### src/rtl/cpu_types_pkg.sv
// Shared CPU types: opcodes, writeback-select encodings and hazard controller states.
// Imported by the hazard unit, its interface and the datapath.
package cpu_types_pkg;

    typedef enum logic [5:0] {
        RTYPE = 6'h00,
        J     = 6'h02,
        JAL   = 6'h03,
        BEQ   = 6'h04,
        BNE   = 6'h05,
        LW    = 6'h23,
        SW    = 6'h2b,
        HALT  = 6'h3f
    } opcode_t;

    typedef enum logic [1:0] {
        RUN     = 2'd0,
        LDSTALL = 2'd1,
        MEMWAIT = 2'd2,
        HALTED  = 2'd3
    } hazard_state_t;

    localparam logic [1:0] REGSEL_LOAD = 2'b11;

    // Opcodes whose rt field is a source operand rather than a destination.
    function automatic logic uses_rt(input logic [5:0] opcode);
        return (opcode == RTYPE) || (opcode == BEQ) || (opcode == BNE) || (opcode == SW);
    endfunction

endpackage

### src/rtl/stall_counter.sv
// Free-running 32-bit count of cycles in which the PC was held; wraps naturally.
module stall_counter (
    input  logic        CLK,
    input  logic        nRST,
    input  logic        inc,
    output logic [31:0] count
);

    always_ff @(posedge CLK or negedge nRST) begin
        if (!nRST) begin
            count <= 32'd0;
        end else if (inc) begin
            count <= count + 32'd1;
        end
    end

endmodule

### src/rtl/hazard_unit.sv
// Pipeline hazard controller: load-use bubbles, data-memory freeze, branch/jump squash,
// fetch miss and halt. Optional stall performance counter under HAZARD_PERF_CNT_EN.
module hazard_unit
    import cpu_types_pkg::*;
#(
    parameter int LOADUSE_BUBBLES = 2
) (
    input  logic        CLK,
    input  logic        nRST,
    input  logic        ihit,
    input  logic        dhit,
    input  logic        dREN_me,
    input  logic        dWEN_me,
    input  logic [31:0] instru_de,
    input  logic        regWr_ex,
    input  logic [4:0]  regDst_ex,
    input  logic [1:0]  regSel_ex,
    input  logic        branchTaken_ex,
    input  logic        jump_de,
    input  logic        halt_wb,
`ifdef HAZARD_PERF_CNT_EN
    output logic [31:0] stall_cnt,
`endif
    output logic        pcEn,
    output logic        en_fd,
    output logic        en_de,
    output logic        en_em,
    output logic        en_mw,
    output logic        flush_fd,
    output logic        flush_de,
    output logic        halt
);

    localparam int BW = (LOADUSE_BUBBLES > 2) ? $clog2(LOADUSE_BUBBLES) : 1;
    localparam logic [BW-1:0] BCNT_INIT = BW'(LOADUSE_BUBBLES - 1);

    hazard_state_t state_reg;
    logic [BW-1:0] bcnt_reg;

    logic [4:0] rs;
    logic [4:0] rt;
    logic       advance;
    logic       loaduse;
    logic       stall;
    logic       unused_bits;

    assign rs          = instru_de[25:21];
    assign rt          = instru_de[20:16];
    assign unused_bits = ^instru_de[15:0];
    assign advance     = !(dREN_me || dWEN_me) || dhit;
    assign loaduse     = regWr_ex && (regSel_ex == REGSEL_LOAD) && (regDst_ex != 5'd0) &&
                         ((regDst_ex == rs) || (uses_rt(instru_de[31:26]) && (regDst_ex == rt)));
    assign stall       = (state_reg == LDSTALL) || loaduse;

    always_comb begin
        pcEn     = 1'b0;
        en_fd    = 1'b0;
        en_de    = 1'b0;
        en_em    = 1'b0;
        en_mw    = 1'b0;
        flush_fd = 1'b0;
        flush_de = 1'b0;
        if (!nRST || state_reg == HALTED || !advance) begin
            // full freeze: everything already defaulted to 0
        end else if (branchTaken_ex) begin
            {pcEn, en_fd, en_de, en_em, en_mw} = 5'b11111;
            flush_fd = 1'b1;
            flush_de = 1'b1;
        end else if (stall) begin
            {en_de, en_em, en_mw} = 3'b111;
            flush_de = 1'b1;
        end else if (jump_de) begin
            {pcEn, en_fd, en_de, en_em, en_mw} = 5'b11111;
            flush_fd = 1'b1;
        end else if (!ihit) begin
            {en_fd, en_de, en_em, en_mw} = 4'b1111;
            flush_fd = 1'b1;
        end else begin
            {pcEn, en_fd, en_de, en_em, en_mw} = 5'b11111;
        end
    end

    // The detect cycle is the first bubble, so bcnt counts the bubbles still owed after it;
    // a data miss inside LDSTALL holds both state and count so no bubble is lost.
    always_ff @(posedge CLK or negedge nRST) begin
        if (!nRST) begin
            state_reg <= RUN;
            bcnt_reg  <= '0;
            halt      <= 1'b0;
        end else if (state_reg != HALTED) begin
            if (halt_wb && advance) begin
                state_reg <= HALTED;
                halt      <= 1'b1;
            end else if (!advance) begin
                if (state_reg != LDSTALL) begin
                    state_reg <= MEMWAIT;
                end
            end else if (branchTaken_ex) begin
                state_reg <= RUN;
                bcnt_reg  <= '0;
            end else if (state_reg == LDSTALL) begin
                if (bcnt_reg <= BW'(1)) begin
                    state_reg <= RUN;
                    bcnt_reg  <= '0;
                end else begin
                    bcnt_reg <= bcnt_reg - BW'(1);
                end
            end else if (loaduse && LOADUSE_BUBBLES > 1) begin
                state_reg <= LDSTALL;
                bcnt_reg  <= BCNT_INIT;
            end else begin
                state_reg <= RUN;
            end
        end
    end

`ifdef HAZARD_PERF_CNT_EN
    stall_counter u_stall_counter (
        .CLK   (CLK),
        .nRST  (nRST),
        .inc   (!pcEn && (state_reg != HALTED)),
        .count (stall_cnt)
    );
`endif

endmodule

### config.mk
export PLATFORM = sky130hd
export DESIGN_NAME = hazard_unit
export DESIGN_NICKNAME = d
export VERILOG_FILES = /design/src/rtl/cpu_types_pkg.sv /design/src/rtl/stall_counter.sv /design/src/rtl/hazard_unit.sv
export SDC_FILE = /design/constraint.sdc
export NUM_CORES = 1
export LEC_CHECK = 0
export ABC_AREA = 1
export CAP_MARGIN = 15
export CORE_MARGIN = 2
export CORE_UTILIZATION = 25
export CTS_BUF_LIST = sky130_fd_sc_hd__clkbuf_4 sky130_fd_sc_hd__clkbuf_8
export DETAILED_ROUTE_END_ITERATION = 16
export PLACE_DENSITY = 0.91
export SYNTH_ARGS = -nofsm -noshare
export SYNTH_HDL_FRONTEND = slang
export SYNTH_SLANG_ARGS = --single-unit
### constraint.sdc
create_clock -name CLK -period 0.9 [get_ports CLK]
set_input_delay 0.135 -clock CLK [delete_from_list [all_inputs] [get_ports CLK]]
set_output_delay 0.135 -clock CLK [all_outputs]
set_load 0.01 [all_outputs]
## After elaboration in Yosys (flattened, before gate mapping)

Cells that the tools add are included.
Widths: inputs -> output; s select.

- Flip-flop bits (word level): 4

- Order comparisons: 1
- Equal/unequal tests: 11
- Multiplexer cells: 28
- Add/sub/neg operators: 1
- Reduce and logical (&&, ||, !) cells: 24
- Bitwise logic cells: 1

Operators by type and width:

| cell | number |
|---|---|
| $mux 1 | 22 |
| $eq 6x3->1 const B | 2 |
| $mux 2 | 6 |
| $eq 5x5->1 | 2 |
| $logic_or 1x1->1 | 9 |
| $eq 6x6->1 const B | 1 |
| $logic_not 6->1 | 1 |
| $reduce_bool 3->1 | 2 |
| $logic_and 1x1->1 | 5 |
| $ne 5x3->1 const B | 1 |
| $reduce_bool 5->1 | 1 |
| $eq 2x2->1 const B | 2 |
| $reduce_and 4->1 | 1 |
| $logic_not 1->1 | 3 |
| $reduce_and 3->1 | 1 |
| $eq 2x1->1 const B | 1 |
| $ne 2x1->1 const B | 1 |
| $ne 2x2->1 const B | 1 |
| $reduce_and 2->1 | 1 |
| $le 1x1->1 const B | 1 |
| $not 1->1 | 1 |
| $sub 1x1->1 const B | 1 |

## Logic depth before layout (Yosys ltp)

- Depth in word-level cells: 12
- Gate-level depth with buffers: 10
- Gate-level depth less buffers: 10

## Worst setup path after synthesis

Ideal clock, no wire load.

- Path type: register -> output
- Start point: register state_reg[0]
- End point: output flush_de
- Stages on the path, launching flop included: 6
- Required time: 0.765 ns
- Path buffers: 0
- Path slack: -0.140 ns
- Arrival: 0.905 ns
- Cell sequence: dfrtp_1 > nand2_1 > nand3_1 > inv_1 > o21ai_2 > inv_1

- Cells in the longest elaborated chain, start to end: 5

RTL lines:

| element | line | RTL |
|---|---|---|
| start, declared | hazard_unit.sv:37 | `hazard_state_t state_reg;` |
| start signal, assigned | hazard_unit.sv:87 | `state_reg <= RUN;` |
| start signal, assigned | hazard_unit.sv:92 | `state_reg <= HALTED;` |
| start signal, assigned | hazard_unit.sv:96 | `state_reg <= MEMWAIT;` |
| $eq 2x1->1 | hazard_unit.sv:53 | `assign stall = (state_reg == LDSTALL) \|\| loaduse;` |
| $logic_or 1x1->1 | hazard_unit.sv:53 |  |
| $mux 1 | hazard_unit.sv:69 | `end else if (stall) begin` |
| $mux 1 | hazard_unit.sv:65 | `end else if (branchTaken_ex) begin` |
| $mux 1 (*) | hazard_unit.sv:63 | `if (!nRST \|\| state_reg == HALTED \|\| !advance) begin` |
| end, declared | hazard_unit.sv:30 | `output logic flush_de,` |

Every way passes the cells marked *; elsewhere a longest branch is shown, timed or not.

## Worst setup path in the final report

Same ends and word-level chain as after synthesis.

==> results.yml <==
status:
  status: "finished with violations"
  failed_checks: "setup timing"
sta:
  layout_setup_ws_ps: -371.4
  max_freq_ghz: 0.7865
  hold_violations: 0
  min_period_ps: 1271
  grt_setup_unrepaired: "true"
  setup_viol_count_final: 10
  relSlewSlack_pct: 86.35
  worst_pin_slew_ps: 204.0
  fin_worst_skew_ps: 2.027
  period_share_pct: 141.3
  slew_violations: 0
clock_network:
  root_buffer: "clkbuf_4"
  insertion_delay_ps: 230
  clkSinkCount: 3
  cts_buffers: 3
  hold_buffers: 0
  clkTransAtPathRegs_ps: 40
  h-tree-depth: 1
  clockBufferDepth: 2
  cts_tree: "built"
finish:
  area_growth_syn_to_layout_pct: 117.2
  fin_area_mm2: 0.001057
  layout-drive-gt1-share_pct: 55.78
  multi_input_area_um2: 414.1
  ff_latch_area_um2: 75.07
  nets: 197
  nFillCells: 158
  diodes: 0
  finalNonFillerCells: 172
  largest_register_ffs: 2
logic_synthesis:
  synthTopCellsByCount: "nand2_1, inv_1, nor2_1"
  synthTopCellsByArea: "nand2_1, dfrtp_1, inv_1, nor2_1, nand3_1"
  synth_edf_count: 0
  syn_nets: 139
  avgSynthCellArea_um2: 5.408
  synth_most_common_cell: "nand2_1"
  seq_area_frac_synth_pct: 15.42
  syn_inst: 90
  synth_seq_cells: 3
  synth_top_area_cell: "nand2_1"
  ys.flop_type: "dfrtp_1"
  ys_types: 21
  synth_area_um2: 486.7
  yosysTopAreaCellShare_pct: 19.28
  yosys_warnings: 0
  synthArstFlopShare_pct: 100.0
setup_path:
  end_kind: "output pin"
  critPathRequiredTime_ps: 760
  start_kind: "flip-flop"
  critical_path.max_fanout: 4
  worstSetupPathType: "flip-flop to output pin"
  critPathArrivalTime_ps: 1140
placed_design:
  placed_cells: 163
  place_hpwl_um: 1438
  io_buffers: 40
  placed_cell_area_mm2: 0.001026
  gp_congestion: 0.7394
routing:
  antenna_left: 0
  drc: 0
  drt_pass1_iterations: 4
  wl_per_cell_um: 10.18
  vias_per_cell: 4.279
  routed_wl_um: 1751
  drt-initial-drc-count: 3
  vias: 736
power:
  power.density_mw_per_mm2: 1434
  ir_worst_vdd_v: 0.001187
  p_leak_nw: 0.6052
  power_mw: 1.516
grt:
  first_global_vias: 687
  grt-ovfl-total: 0
  grt_pass1_wl_um: 2622
  grt_max_degree: 5
  antenna_found_initial: 0
  grt_use_total_pct: 15.93
min_path:
  hp-class: "input pin to async pin"
die:
  coreArea_mm2: 0.001783
  rows: 15
  die_area_mm2: 0.002316
  fp.dieH_um: 48.13
  num_io_pins: 57
  start_util_pct: 27.30
  die_x_um: 48.13
flow_run:
  drv_cap: 0
-- critical path, cell delays in order, from the launching register on --
cell	delay, ps
dfrtp_1	410
nand2_2	100
nand3_4	110
inv_4	100
o21ai_2	50
inv_2	50
buf_6	90
-- what timing repair did --
action                                 CTS  global route
gates resized for setup                126            13
setup endpoints to repair               11            11
pin swaps                               33            13
endpoints found under the hold margin    0             0
setup buffers                            1             4
-- path summary, 6_finish.rpt --
path / startpoint / to / slack (ps) / cells past startpoint
worst max-delay path: state_reg[0] / flush_de / -370 / 6
worst min-delay path: nRST / state_reg[0] / 260 / 2
worst max register to register: state_reg[0] / halt / -170 / 4
worst min register to register: halt / halt / 480 / 1
max in group asynchronous: nRST / halt / 540 / 2
min in group CLK: dhit / state_reg[1] / 470 / 5
-- layout by cell type (no fill, tap or decap) --
master           synthesis  routed
or2_4                    0       1
a21oi_4                  0       1
inv_1                   19      13
nand3_4                  0       1
nand2_1                 25      21
a21oi_2                  0       3
xnor2_2                  0       1
nor3_2                   0       1
nand2_4                  0       1
a31o_2                   1       1
buf_4                    2      14
clkbuf_2                 0       1
xor2_1                   3       3
o21ai_2                  2       3
buf_6                    0       7
nand3_1                  6       2
inv_4                    0       1
nor2_1                  13       8
buf_2                    0      18
clkinv_2                 0       1
o211ai_2                 1       1
nand4_1                  1       1
clkdlybuf4s15_1          0       1
dfrtp_1                  3       3
clkdlybuf4s50_1          0       5
nand2_2                  2       5
nor2_2                   1       6
clkbuf_4                 0       4
inv_2                    1       6
buf_8                    0       1
nand3_2                  1       4
dlygate4sd2_1            0       8
-- kinds of logic (layout without fill, tap and decap cells) --
group	after synthesis	in the layout	share of synthesized area, %
buffers and inverters	23	80	19.28
AOI/OAI and AO/OA	9	9	13.11
DFF	3	3	15.42
and+or+nand+nor	51	51	44.99
xor gates and xnor gates	4	4	7.199
-- cell type report --
type / count / area share (%)
repair buffers: 55 / 40.12
clock buffers: 4 / 2.840
flip-flops and latches: 3 / 7.101
inverters: 21 / 7.811
well taps: 25 / 2.959
multi-input cells: 64 / 39.17
-- metal layers --
metal / up-vias / share of wire, % / track usage [%]
met4: 0 / 0 / 3.243
li1: 388 / - / -
met1: 329 / 38 / 18.08
met2: 19 / 59 / 30.40
met3: 0 / 3.1 / 3.333
met5: - / 0 / 0
-- per-stage QoR --
step           hold WS [ps]  utilization [%]  setup slack, ps  setup TNS [ps]
2_1_floorplan        -160.6                -           -59.02          -253.4
3_3_place_gp          458.3            57.54            -1183           -8760
3_5_place_dp          487.1            57.54            -1221           -9046
4_1_cts               256.2            56.35           -386.2           -2669
5_1_grt               270.2            59.30           -448.4           -3397
6_report              263.0            59.30           -371.4           -2721
-- power by group --
| group | internal [mW] | total [mW] | switching (mW) | leakage, nW |
|---|---|---|---|---|
| logic | 0.561 | 1.04 | 0.476 | 0.558 |
| clock network | 0.196 | 0.263 | 0.0669 | 0.0184 |
| registers | 0.175 | 0.216 | 0.0415 | 0.0289 |
| total | 0.932 | 1.52 | 0.585 | 0.605 |
Note: power is estimated with default switching activity, not from simulation.
